### src/rtl/tl_cfg_reader.sv
// tl_cfg_reader: system-clock side of the SPI slave register file.
// Synchronises the slave's config-written flag, reads the red/green
// durations over a four-phase r_en/ren_ack handshake and runs the traffic
// light sequencer from the committed values.
// Optional build macro: TL_RD_TIMEOUT_EN (handshake timeout + sticky cfg_err).
module tl_cfg_reader #(
    parameter int unsigned TICK_DIV   = 1000,
    parameter int unsigned Y_WAIT     = 2,
    parameter int unsigned DEF_R_WAIT = 3,
    parameter int unsigned DEF_G_WAIT = 3,
    parameter int unsigned TO_CYCLES  = 1024
) (
    input  logic       clk,
    input  logic       n_rst,
    input  logic       done,
    output logic       done_sync2,
    output logic       r_en,
    output logic [1:0] r_addr,
    input  logic [2:0] r_data,
    input  logic       ren_ack,
    output logic       light_r,
    output logic       light_y,
    output logic       light_g,
    output logic       cfg_busy,
    output logic       cfg_err
);

    localparam int unsigned TW = $clog2(TICK_DIV);

    if (TICK_DIV < 2 || TO_CYCLES == 0) begin : g_param_check
        $error("tl_cfg_reader: TICK_DIV must be >= 2 and TO_CYCLES >= 1");
    end

    typedef enum logic [2:0] {
        RD_IDLE,
        RD_REQ0,
        RD_REL0,
        RD_REQ1,
        RD_REL1,
        RD_COMMIT
    } rd_state_e;

    typedef enum logic [1:0] {
        LT_RED,
        LT_GREEN,
        LT_YELLOW
    } lt_state_e;

    // A programmed duration of zero still shows the lamp for one tick.
    function automatic logic [2:0] phase_len(input logic [2:0] v);
        return (v == '0) ? 3'd1 : v;
    endfunction

    logic done_s1_q, done_s2_q, done_s3_q;
    logic ack_s1_q, ack_s2_q;
    logic new_cfg;

    rd_state_e  rd_state_q;
    logic       r_en_q;
    logic [1:0] r_addr_q;
    logic       busy_q;
    logic       pending_q;
    logic [2:0] tmp_r_q, tmp_g_q;
    logic [2:0] r_wait_q, g_wait_q;

    logic [TW-1:0] tick_cnt_q, tick_cnt_d;
    logic          tick;

    lt_state_e  lt_state_q;
    logic [2:0] lt_cnt_q;
    logic       lamp_r_q, lamp_y_q, lamp_g_q;

    // Two-flop synchronisers plus a third done flop for edge detection.
    always_ff @(posedge clk or negedge n_rst) begin
        if (!n_rst) begin
            done_s1_q <= 1'b0;
            done_s2_q <= 1'b0;
            done_s3_q <= 1'b0;
            ack_s1_q  <= 1'b0;
            ack_s2_q  <= 1'b0;
        end else begin
            done_s1_q <= done;
            done_s2_q <= done_s1_q;
            done_s3_q <= done_s2_q;
            ack_s1_q  <= ren_ack;
            ack_s2_q  <= ack_s1_q;
        end
    end

    assign new_cfg = done_s2_q & ~done_s3_q;

`ifdef TL_RD_TIMEOUT_EN
    localparam int unsigned TO_W = $clog2(TO_CYCLES + 1);
    logic [TO_W-1:0] wait_q;
    logic            err_q;
    logic            rd_waiting;
    logic            timeout;

    assign rd_waiting = (rd_state_q == RD_REQ0) || (rd_state_q == RD_REL0) ||
                        (rd_state_q == RD_REQ1) || (rd_state_q == RD_REL1);
    assign timeout    = rd_waiting && (wait_q == TO_W'(TO_CYCLES - 1));
    assign cfg_err    = err_q;
`else
    assign cfg_err = 1'b0;
`endif

    // Reader FSM: two four-phase reads, then commit both values at once.
    always_ff @(posedge clk or negedge n_rst) begin
        if (!n_rst) begin
            rd_state_q <= RD_IDLE;
            r_en_q     <= 1'b0;
            r_addr_q   <= 2'd0;
            busy_q     <= 1'b0;
            pending_q  <= 1'b0;
            tmp_r_q    <= 3'(DEF_R_WAIT);
            tmp_g_q    <= 3'(DEF_G_WAIT);
            r_wait_q   <= 3'(DEF_R_WAIT);
            g_wait_q   <= 3'(DEF_G_WAIT);
`ifdef TL_RD_TIMEOUT_EN
            wait_q     <= '0;
            err_q      <= 1'b0;
`endif
        end else begin
            if (new_cfg && rd_state_q != RD_IDLE) begin
                pending_q <= 1'b1;
            end
`ifdef TL_RD_TIMEOUT_EN
            // Counter runs in handshake states; every transition below clears it.
            wait_q <= rd_waiting ? wait_q + 1'b1 : '0;
`endif
            case (rd_state_q)
                RD_IDLE: begin
                    if (new_cfg) begin
                        rd_state_q <= RD_REQ0;
                        r_en_q     <= 1'b1;
                        r_addr_q   <= 2'd0;
                        busy_q     <= 1'b1;
                    end
                end
                RD_REQ0: begin
                    if (ack_s2_q) begin
                        tmp_r_q    <= r_data;
                        rd_state_q <= RD_REL0;
                        r_en_q     <= 1'b0;
`ifdef TL_RD_TIMEOUT_EN
                        wait_q     <= '0;
`endif
                    end
                end
                RD_REL0: begin
                    if (!ack_s2_q) begin
                        rd_state_q <= RD_REQ1;
                        r_en_q     <= 1'b1;
                        r_addr_q   <= 2'd1;
`ifdef TL_RD_TIMEOUT_EN
                        wait_q     <= '0;
`endif
                    end
                end
                RD_REQ1: begin
                    if (ack_s2_q) begin
                        tmp_g_q    <= r_data;
                        rd_state_q <= RD_REL1;
                        r_en_q     <= 1'b0;
`ifdef TL_RD_TIMEOUT_EN
                        wait_q     <= '0;
`endif
                    end
                end
                RD_REL1: begin
                    if (!ack_s2_q) begin
                        rd_state_q <= RD_COMMIT;
                    end
                end
                RD_COMMIT: begin
                    r_wait_q  <= tmp_r_q;
                    g_wait_q  <= tmp_g_q;
                    pending_q <= 1'b0;
`ifdef TL_RD_TIMEOUT_EN
                    err_q     <= 1'b0;
`endif
                    // A trigger landing in this very cycle is folded into the re-read.
                    if (pending_q || new_cfg) begin
                        rd_state_q <= RD_REQ0;
                        r_en_q     <= 1'b1;
                        r_addr_q   <= 2'd0;
                    end else begin
                        rd_state_q <= RD_IDLE;
                        busy_q     <= 1'b0;
                    end
                end
                default: begin
                    rd_state_q <= RD_IDLE;
                    r_en_q     <= 1'b0;
                    busy_q     <= 1'b0;
                end
            endcase
`ifdef TL_RD_TIMEOUT_EN
            if (timeout) begin
                rd_state_q <= RD_IDLE;
                r_en_q     <= 1'b0;
                busy_q     <= 1'b0;
                pending_q  <= 1'b0;
                err_q      <= 1'b1;
                wait_q     <= '0;
            end
`endif
        end
    end

    assign tick       = (tick_cnt_q == TW'(TICK_DIV - 1));
    assign tick_cnt_d = tick ? '0 : tick_cnt_q + 1'b1;

    // Free-running tick prescaler.
    always_ff @(posedge clk or negedge n_rst) begin
        if (!n_rst) begin
            tick_cnt_q <= '0;
        end else begin
            tick_cnt_q <= tick_cnt_d;
        end
    end

    // Light sequencer: durations are sampled from the shadows on phase entry.
    always_ff @(posedge clk or negedge n_rst) begin
        if (!n_rst) begin
            lt_state_q <= LT_RED;
            lt_cnt_q   <= phase_len(3'(DEF_R_WAIT));
            lamp_r_q   <= 1'b1;
            lamp_y_q   <= 1'b0;
            lamp_g_q   <= 1'b0;
        end else if (tick) begin
            if (lt_cnt_q <= 3'd1) begin
                case (lt_state_q)
                    LT_RED: begin
                        lt_state_q <= LT_GREEN;
                        lt_cnt_q   <= phase_len(g_wait_q);
                        lamp_r_q   <= 1'b0;
                        lamp_y_q   <= 1'b0;
                        lamp_g_q   <= 1'b1;
                    end
                    LT_GREEN: begin
                        lt_state_q <= LT_YELLOW;
                        lt_cnt_q   <= phase_len(3'(Y_WAIT));
                        lamp_r_q   <= 1'b0;
                        lamp_y_q   <= 1'b1;
                        lamp_g_q   <= 1'b0;
                    end
                    default: begin
                        lt_state_q <= LT_RED;
                        lt_cnt_q   <= phase_len(r_wait_q);
                        lamp_r_q   <= 1'b1;
                        lamp_y_q   <= 1'b0;
                        lamp_g_q   <= 1'b0;
                    end
                endcase
            end else begin
                lt_cnt_q <= lt_cnt_q - 3'd1;
            end
        end
    end

    assign done_sync2 = done_s2_q;
    assign r_en       = r_en_q;
    assign r_addr     = r_addr_q;
    assign cfg_busy   = busy_q;
    assign light_r    = lamp_r_q;
    assign light_y    = lamp_y_q;
    assign light_g    = lamp_g_q;

endmodule

### config.mk
export PLATFORM = sky130hd
export DESIGN_NAME = tl_cfg_reader
export DESIGN_NICKNAME = d
export VERILOG_FILES = /design/src/rtl/tl_cfg_reader.sv
export SDC_FILE = /design/constraint.sdc
export NUM_CORES = 1
export LEC_CHECK = 0
export ABC_AREA = 1
export CORE_AREA = 3 3 95 61
export CTS_BUF_LIST = sky130_fd_sc_hd__clkbuf_8
export CTS_CLUSTER_DIAMETER = 60
export DETAILED_ROUTE_END_ITERATION = 7
export DIE_AREA = 0 0 98 64
export GPL_ROUTABILITY_DRIVEN = 0
export GPL_TIMING_DRIVEN = 0
export HOLD_SLACK_MARGIN = 0.03
export SETUP_SLACK_MARGIN = 0.5
export SYNTH_ARGS = -nofsm -noshare
export SYNTH_HDL_FRONTEND = slang
export SYNTH_SLANG_ARGS = --single-unit
### constraint.sdc
create_clock -name clk -period 2 [get_ports clk]
set_clock_uncertainty 0.05 [all_clocks]
set_input_delay 0.4 -clock clk [delete_from_list [all_inputs] [get_ports clk]]
set_output_delay 0.4 -clock clk [all_outputs]
set_load 0.005 [all_outputs]
==> impl_metrics.xml, run 1 <==
<?xml version="1.0" encoding="UTF-8"?>
<metrics>
  <group name="outcome">
    <metric name="status" unit="">completed</metric>
  </group>
  <group name="logic_synthesis">
    <metric name="synth_async_sr_flop_share" unit="">1.00</metric>
    <metric name="ys.warnings.count" unit="">0</metric>
    <metric name="synth_seq_area_share" unit="">0.512</metric>
    <metric name="synth_top_flop_cell" unit="">sky130_fd_sc_hd__dfrtp_1</metric>
    <metric name="synth_area" unit="sq um">1980</metric>
    <metric name="postSynthRegisterBits" unit="">40</metric>
    <metric name="synth_enable_flop_cells" unit="">0</metric>
    <metric name="post_synth_inst_count" unit="">239</metric>
    <metric name="syn_area_per_cell" unit="sq um">8.29</metric>
    <metric name="yosys.cell_types.count" unit="">28</metric>
  </group>
  <group name="timing">
    <metric name="final_hold_violation_count" unit="">0</metric>
    <metric name="fmax" unit="MHz">680</metric>
    <metric name="post_route_setup_tns" unit="ps">0</metric>
    <metric name="rsz_0062_raised_after_global_routing" unit="">yes</metric>
    <metric name="finalCriticalPeriod" unit="ps">1470</metric>
    <metric name="finalCritPeriodShare" unit="">0.735</metric>
    <metric name="final_setup_violation_count" unit="">0</metric>
    <metric name="report.final.slew_viol_count" unit="">0</metric>
  </group>
  <group name="finish">
    <metric name="antenna-diode-count" unit="">0</metric>
    <metric name="post_layout_nonfiller_instances" unit="">337</metric>
    <metric name="final_common_cell" unit="">sky130_fd_sc_hd__nand2_1</metric>
    <metric name="finalCoreUtilization" unit="">0.488</metric>
    <metric name="areaGrowthSynthToFinish" unit="%">22.7</metric>
    <metric name="layout_common_cells" unit="">sky130_fd_sc_hd__nand2_1 (80), sky130_fd_sc_hd__dfrtp_1 (28), sky130_fd_sc_hd__inv_1 (27)</metric>
    <metric name="layout-drive-gt1-share" unit="">0.221</metric>
    <metric name="sequential_cell_area" unit="sq um">1020</metric>
    <metric name="nFillCells" unit="">513</metric>
    <metric name="layout.nets" unit="">280</metric>
    <metric name="multiInputGateArea" unit="sq um">857</metric>
  </group>
  <group name="grt">
    <metric name="grtUsageTotal" unit="">0.135</metric>
    <metric name="grt_max_degree" unit="">27</metric>
    <metric name="globalRoute.totalOverflow" unit="">0</metric>
    <metric name="via_count_of_the_first_global_routing_pass" unit="">1425</metric>
    <metric name="antenna_found_initial" unit="">0</metric>
    <metric name="grt_first_pass_wirelength" unit="um">6700</metric>
  </group>
  <group name="power">
    <metric name="post-layout-total-power" unit="mW">2.83</metric>
    <metric name="switching_share" unit="">0.333</metric>
    <metric name="portion_of_total_power_attributed_to_sequential_cells" unit="">0.412</metric>
    <metric name="clock_power_share" unit="">0.274</metric>
    <metric name="p_switching" unit="uW">940</metric>
    <metric name="p_per_area" unit="nW/um^2">1160</metric>
    <metric name="p_comb_frac" unit="">0.314</metric>
    <metric name="intPower" unit="mW">1.89</metric>
    <metric name="power.ir.vdd_worst" unit="mV">0.494</metric>
    <metric name="p_leak" unit="nW">1.25</metric>
  </group>
  <group name="worst_setup_path">
    <metric name="critical_path_peak_fanout" unit="">2</metric>
    <metric name="crit_family" unit="">flip-flops</metric>
    <metric name="critical_path_arrival" unit="ps">1020</metric>
    <metric name="cp_slowest_cell" unit="">sky130_fd_sc_hd__dfstp_2</metric>
    <metric name="critPathRequiredTime" unit="ps">1550</metric>
    <metric name="setup.worst_path.start_class" unit="">flip-flop</metric>
    <metric name="critical_path.endpoint_type" unit="">primary output</metric>
    <metric name="path_cells" unit="">clkdlybuf4s15_1</metric>
    <metric name="cp.buffers_inverters" unit="">1</metric>
    <metric name="worstSetupPathType" unit="">flip-flop to primary output</metric>
    <metric name="critPathMaxStageDelay" unit="ps">540</metric>
  </group>
  <group name="placed_design">
    <metric name="place_inst" unit="">320</metric>
    <metric name="buffer_ports.inserted" unit="">13</metric>
    <metric name="hpwlAfterDp" unit="um">2690</metric>
  </group>
  <group name="detailed_routing">
    <metric name="post_drt_wl_per_cell" unit="um">11.2</metric>
    <metric name="vias_per_cell" unit="">4.57</metric>
    <metric name="detail_route.drc_violations" unit="">0</metric>
    <metric name="routed-via-count" unit="">1539</metric>
    <metric name="drt_pre_antenna_iters" unit="">4</metric>
    <metric name="final_antenna_net_count" unit="">0</metric>
    <metric name="drt_iter0_markers" unit="">99</metric>
    <metric name="detail_route.wirelength" unit="um">3770</metric>
  </group>
  <group name="clock_network">
    <metric name="clkSinkCount" unit="">40</metric>
    <metric name="ctsRootBufferMaster" unit="">sky130_fd_sc_hd__clkbuf_8</metric>
    <metric name="cts_tree" unit="">built</metric>
    <metric name="cts.clk_slew.worst_paths" unit="ps">70</metric>
    <metric name="cts_buffer_depth" unit="">2</metric>
    <metric name="cts_buffers" unit="">5</metric>
    <metric name="clock_latency" unit="ps">290</metric>
    <metric name="htree_num_levels" unit="">2</metric>
  </group>
  <group name="floorplanning">
    <metric name="design.portCount" unit="">16</metric>
    <metric name="placementRows" unit="">20</metric>
    <metric name="x_dimension_of_the_die" unit="um">98</metric>
    <metric name="dieHeight" unit="um">64</metric>
    <metric name="core_area" unit="sq um">4980</metric>
    <metric name="die_area" unit="sq um">6270</metric>
    <metric name="initial_core_util" unit="">0.398</metric>
  </group>
  <group name="worst_hold_path">
    <metric name="min-delay-path-class" unit="">flip-flop to flip-flop</metric>
  </group>
  <group name="run">
    <metric name="drv.max_cap_violation_count" unit="">0</metric>
  </group>
</metrics>
==> registers in the layout, summed over array words and instances (netlist names), 3 cells and up <==
signal,count
g_wait_q,3
lt_cnt_q,3
r_wait_q,3
rd_state_q,3
tick_cnt_q,10
tmp_g_q,3
tmp_r_q,3
==> layout make-up <==
cell class,count,share of cell area
Tap cell,66,0.0340
Sequential cell,40,0.418
Clock buffer,5,0.0283
Clock inverter,3,0.0262
Inverter,31,0.0499
Multi-Input combinational cell,167,0.352
Timing Repair Buffer,22,0.0823
Buffer,3,0.00926
==> Yosys cell counts (all sizes together), types with 2 or more instances <==
| library cell | count | share of area |
|---|---|---|
| a21oi | 7 | 0.018 |
| buf | 3 | 0.011 |
| dfrtp | 29 | 0.37 |
| dfstp | 11 | 0.15 |
| ha | 3 | 0.019 |
| inv | 30 | 0.057 |
| nand2 | 87 | 0.17 |
| nand3 | 14 | 0.052 |
| nand4 | 4 | 0.020 |
| nor2 | 26 | 0.066 |
| nor3 | 2 | 0.0076 |
| o21ai | 17 | 0.043 |
==> power groups by stage <==
stage | sequential, mW | combinational, mW | clock, mW
after floorplan | 1.16 | 0.656 | 0
after detailed placement | 1.18 | 0.877 | 0
after global routing | 1.19 | 1.02 | 0.852
final | 1.17 | 0.887 | 0.775
after global placement | 1.18 | 0.865 | 0
after CTS | 1.16 | 0.891 | 0.802
==> worst paths after layout <==
path,startpoint,to,slack [ps],depth (start not counted)
setup / recovery,light_r,light_r,530,1
hold / removal,done_s1_q,done_sync2,300,0
setup reg to reg,lt_cnt_q[1],lt_cnt_q[2],590,8
hold reg to reg,done_s1_q,done_sync2,300,0
max in group asynchronous,n_rst,tmp_r_q[1],860,3
min in group asynchronous,n_rst,tick_cnt_q[2],510,2
==> cell families (layout without fill, tap and decap cells) <==
kind of cell	Yosys count	after routing	share of synthesized area
flip-flops	40	40	0.512
adder cells (fa/ha/maj)	3	3	0.0189
AND/OR/NAND/NOR	135	136	0.326
other	1	2	0.00189
AO/OA/AOI/OAI	25	25	0.0644
XOR/XNOR	1	1	0.00442
buffers and inverters	34	64	0.0726
==> per-stage QoR <==
stage	hold WS (ps)	instance area, sq um	setup WS (ps)
2_1_floorplan	54.4	1990	637
3_3_place_gp	281	2200	-580
3_5_place_dp	286	2210	504
4_1_cts	304	2390	485
5_1_grt	312	2430	481
6_report	300	2430	529
==> what timing repair did <==
item | in CTS | in global routing
gates resized for setup | 9 | 9
hold buffers | 1 | 0
endpoints found under the hold margin | 11 | 0
cloned | 0 | 1
endpoints found under the setup margin | 8 | 7
buffers inserted | 5 | 2
pin swaps | 0 | 4
==> per-layer routing <==
layer / wire length [um] / track usage
met5: 0 / 0
met4: 47 / 0.0466
met3: 165 / 0.0393
met2: 1330 / 0.174
met1: 2230 / 0.211
(Power assumes the default switching activity.)
==> run 2, diff against run 1 <==
- clock period: 2 -> 1.3 ns (I/O delays scaled with it)
==> run 2 against run 1 <==
Compared with the run above:
- first-iteration DRC count fell by 8.1%
- the run now ends with negative setup slack left
- critical path depth rose by 7
- largest power group is now combinational logic
- die area unchanged
- clock power rose by 11%
- hold slack gained 4.3 ps
==> impl_metrics.xml, run 2 (synthesized netlist as in run 1, its figures left out) <==
<?xml version="1.0" encoding="UTF-8"?>
<metrics>
  <group name="timing">
    <metric name="final_hold_violation_count" unit="">0</metric>
    <metric name="final_setup_violation_count" unit="">11</metric>
    <metric name="finalCritPeriodShare" unit="">1.06</metric>
    <metric name="post_route_setup_tns" unit="ps">-262</metric>
    <metric name="finalCriticalPeriod" unit="ps">1380</metric>
    <metric name="postLayoutSetupSlackWorst" unit="ps">-77.5</metric>
    <metric name="rsz_0062_raised_after_global_routing" unit="">yes</metric>
    <metric name="report.final.slew_viol_count" unit="">0</metric>
    <metric name="fmax" unit="MHz">726</metric>
    <metric name="worst_hold_slack" unit="ps">304</metric>
  </group>
  <group name="finish">
    <metric name="antenna-diode-count" unit="">0</metric>
    <metric name="areaGrowthSynthToFinish" unit="%">44.3</metric>
    <metric name="layout_common_cells" unit="">sky130_fd_sc_hd__nand2_1 (54), sky130_fd_sc_hd__nand2_2 (26), sky130_fd_sc_hd__dfrtp_1 (25)</metric>
    <metric name="layout-drive-gt1-share" unit="">0.514</metric>
    <metric name="post-route-cell-area" unit="sq um">2860</metric>
    <metric name="final_common_cell" unit="">sky130_fd_sc_hd__nand2_1</metric>
    <metric name="largest_reg_flops" unit="">10</metric>
    <metric name="regMostFlops" unit="">tick_cnt_q</metric>
    <metric name="layout.nets" unit="">303</metric>
  </group>
  <group name="worst_setup_path">
    <metric name="setup.worst_path.start_class" unit="">flip-flop</metric>
    <metric name="critPathRequiredTime" unit="ps">1490</metric>
    <metric name="critical_path_peak_fanout" unit="">5</metric>
    <metric name="worstSetupPathType" unit="">flip-flop to flip-flop</metric>
    <metric name="critical_path_arrival" unit="ps">1570</metric>
    <metric name="critical_path.endpoint_type" unit="">flip-flop</metric>
  </group>
  <group name="floorplanning">
    <metric name="initial_core_util" unit="">0.398</metric>
    <metric name="die_area" unit="sq um">6270</metric>
    <metric name="dieHeight" unit="um">64</metric>
    <metric name="design.portCount" unit="">16</metric>
    <metric name="core_area" unit="sq um">4980</metric>
    <metric name="placementRows" unit="">20</metric>
    <metric name="x_dimension_of_the_die" unit="um">98</metric>
  </group>
  <group name="power">
    <metric name="p_switching" unit="mW">1.92</metric>
    <metric name="p_per_area" unit="nW/um^2">1760</metric>
    <metric name="intPower" unit="mW">3.10</metric>
    <metric name="clock_power_share" unit="">0.172</metric>
    <metric name="p_leak" unit="nW">1.42</metric>
    <metric name="p_comb_frac" unit="">0.458</metric>
    <metric name="post-layout-total-power" unit="mW">5.02</metric>
    <metric name="portion_of_total_power_attributed_to_sequential_cells" unit="">0.370</metric>
    <metric name="switching_share" unit="">0.382</metric>
    <metric name="power.ir.vdd_worst" unit="mV">1.01</metric>
  </group>
  <group name="clock_network">
    <metric name="htree_num_levels" unit="">2</metric>
    <metric name="cts_buffers" unit="">5</metric>
    <metric name="ctsRootBufferMaster" unit="">sky130_fd_sc_hd__clkbuf_8</metric>
    <metric name="cts.clk_slew.worst_paths" unit="ps">70</metric>
    <metric name="cts_tree" unit="">built</metric>
    <metric name="clkSinkCount" unit="">40</metric>
    <metric name="clock_latency" unit="ps">300</metric>
    <metric name="cts_buffer_depth" unit="">2</metric>
  </group>
  <group name="run">
    <metric name="drv.max_cap_violation_count" unit="">0</metric>
  </group>
  <group name="detailed_routing">
    <metric name="detail_route.drc_violations" unit="">0</metric>
    <metric name="final_antenna_net_count" unit="">0</metric>
    <metric name="drt_iter0_markers" unit="">91</metric>
    <metric name="detail_route.wirelength" unit="um">4560</metric>
    <metric name="post_drt_wl_per_cell" unit="um">12.7</metric>
    <metric name="drt_pre_antenna_iters" unit="">4</metric>
    <metric name="routed-via-count" unit="">1681</metric>
    <metric name="vias_per_cell" unit="">4.67</metric>
  </group>
  <group name="grt">
    <metric name="grt_first_pass_wirelength" unit="um">7260</metric>
    <metric name="via_count_of_the_first_global_routing_pass" unit="">1564</metric>
    <metric name="grtUsageTotal" unit="">0.148</metric>
    <metric name="antenna_found_initial" unit="">0</metric>
    <metric name="grt_max_degree" unit="">41</metric>
    <metric name="globalRoute.totalOverflow" unit="">0</metric>
  </group>
  <group name="placed_design">
    <metric name="placedInstanceArea" unit="sq um">2250</metric>
    <metric name="dpl_worst_slack" unit="ps">-148</metric>
    <metric name="hpwlAfterDp" unit="um">2660</metric>
    <metric name="buffer_ports.inserted" unit="">13</metric>
  </group>
  <group name="outcome">
    <metric name="status" unit="">complete, but fails checks</metric>
    <metric name="violations" unit="">negative setup slack</metric>
  </group>
  <group name="worst_hold_path">
    <metric name="min-delay-path-class" unit="">flip-flop to flip-flop</metric>
  </group>
</metrics>
[run 2: changes by cell type in the layout (fill, tap and decap cells not counted), moves of 6 or more]
cell and change:
sky130_fd_sc_hd__dlygate4sd2_1 -6, sky130_fd_sc_hd__nand2_2 +20, sky130_fd_sc_hd__nand2_4 +6, sky130_fd_sc_hd__inv_1 -6, sky130_fd_sc_hd__buf_2 +7, sky130_fd_sc_hd__o21ai_2 +8, sky130_fd_sc_hd__nor2_4 +6, sky130_fd_sc_hd__nand2_1 -26
sky130_fd_sc_hd__buf_6 +10, sky130_fd_sc_hd__o21ai_0 -12, sky130_fd_sc_hd__buf_4 +12, sky130_fd_sc_hd__nor2_1 -8
[run 2: timing repair]
action,4_1_cts,5_1_grt
endpoints found under the setup margin,42,42
hold buffers,1,0
gates cloned,2,0
pin swaps,22,28
resized for setup,79,35
setup buffers,18,11
endpoints found under the hold margin,29,0
[run 2: worst max-delay path: stages, from the launching register on]
cell                      delay (ps)
sky130_fd_sc_hd__dfrtp_1         420
sky130_fd_sc_hd__ha_4            170
sky130_fd_sc_hd__buf_4           140
sky130_fd_sc_hd__nand2_4          80
sky130_fd_sc_hd__inv_4            50
sky130_fd_sc_hd__nand4_4         100
sky130_fd_sc_hd__inv_2            60
sky130_fd_sc_hd__or2_1           200
sky130_fd_sc_hd__inv_1            50
[run 2: cell type report]
type	count	area (sq um)
inverter	31	134
multi-input combinational	167	1120
tap	66	82.6
buffer	3	26.3
fill	431	2120
clock inverter	2	7.51
timing repair buffer	45	392
clock buffer	6	82.6
sequential	40	1020
[run 2: metrics by stage]
step                      cells   util
final                       360  0.574
after global routing        360  0.574
after CTS                   349  0.533
after detailed placement    320  0.453
after global placement      319  0.449
after floorplan             240      -
[run 2: layer usage]
metal | global-route usage | share of wire | vias to the layer above
li1 | - | - | 861
met1 | 0.212 | 0.51 | 785
met2 | 0.206 | 0.43 | 28
met3 | 0.0425 | 0.043 | 7
met4 | 0.0622 | 0.012 | 0
met5 | 0 | 0 | -
[run 2: worst paths after layout]
check | startpoint | to | slack, ps | cells after the start
min in group asynchronous | n_rst | lt_cnt_q[2] | 400 | 3
worst min-delay path | done_s1_q | done_sync2 | 300 | 0
max in group asynchronous | n_rst | r_wait_q[0] | 520 | 3
worst min register to register | done_s1_q | done_sync2 | 300 | 0
worst max register to register | tick_cnt_q[1] | tick_cnt_q[0] | -80 | 8
worst max-delay path | tick_cnt_q[1] | tick_cnt_q[0] | -80 | 8
[run 2: power by group through the flow]
stage	sequential, mW	clock (mW)	combinational [mW]
after global placement	1.84	0	1.42
after global routing	1.89	0.952	2.54
final	1.86	0.861	2.30
after floorplan	1.81	0	1.09
after CTS	1.84	0.881	1.82
after detailed placement	1.84	0	1.44
==> run 3, diff against run 2 <==
- CTS_CLUSTER_DIAMETER: 60 -> 200
- CTS_CLUSTER_SIZE: unset -> 25
==> results of run 3 <==
The final DEF is identical to that of run 2; final timing and power are the same.
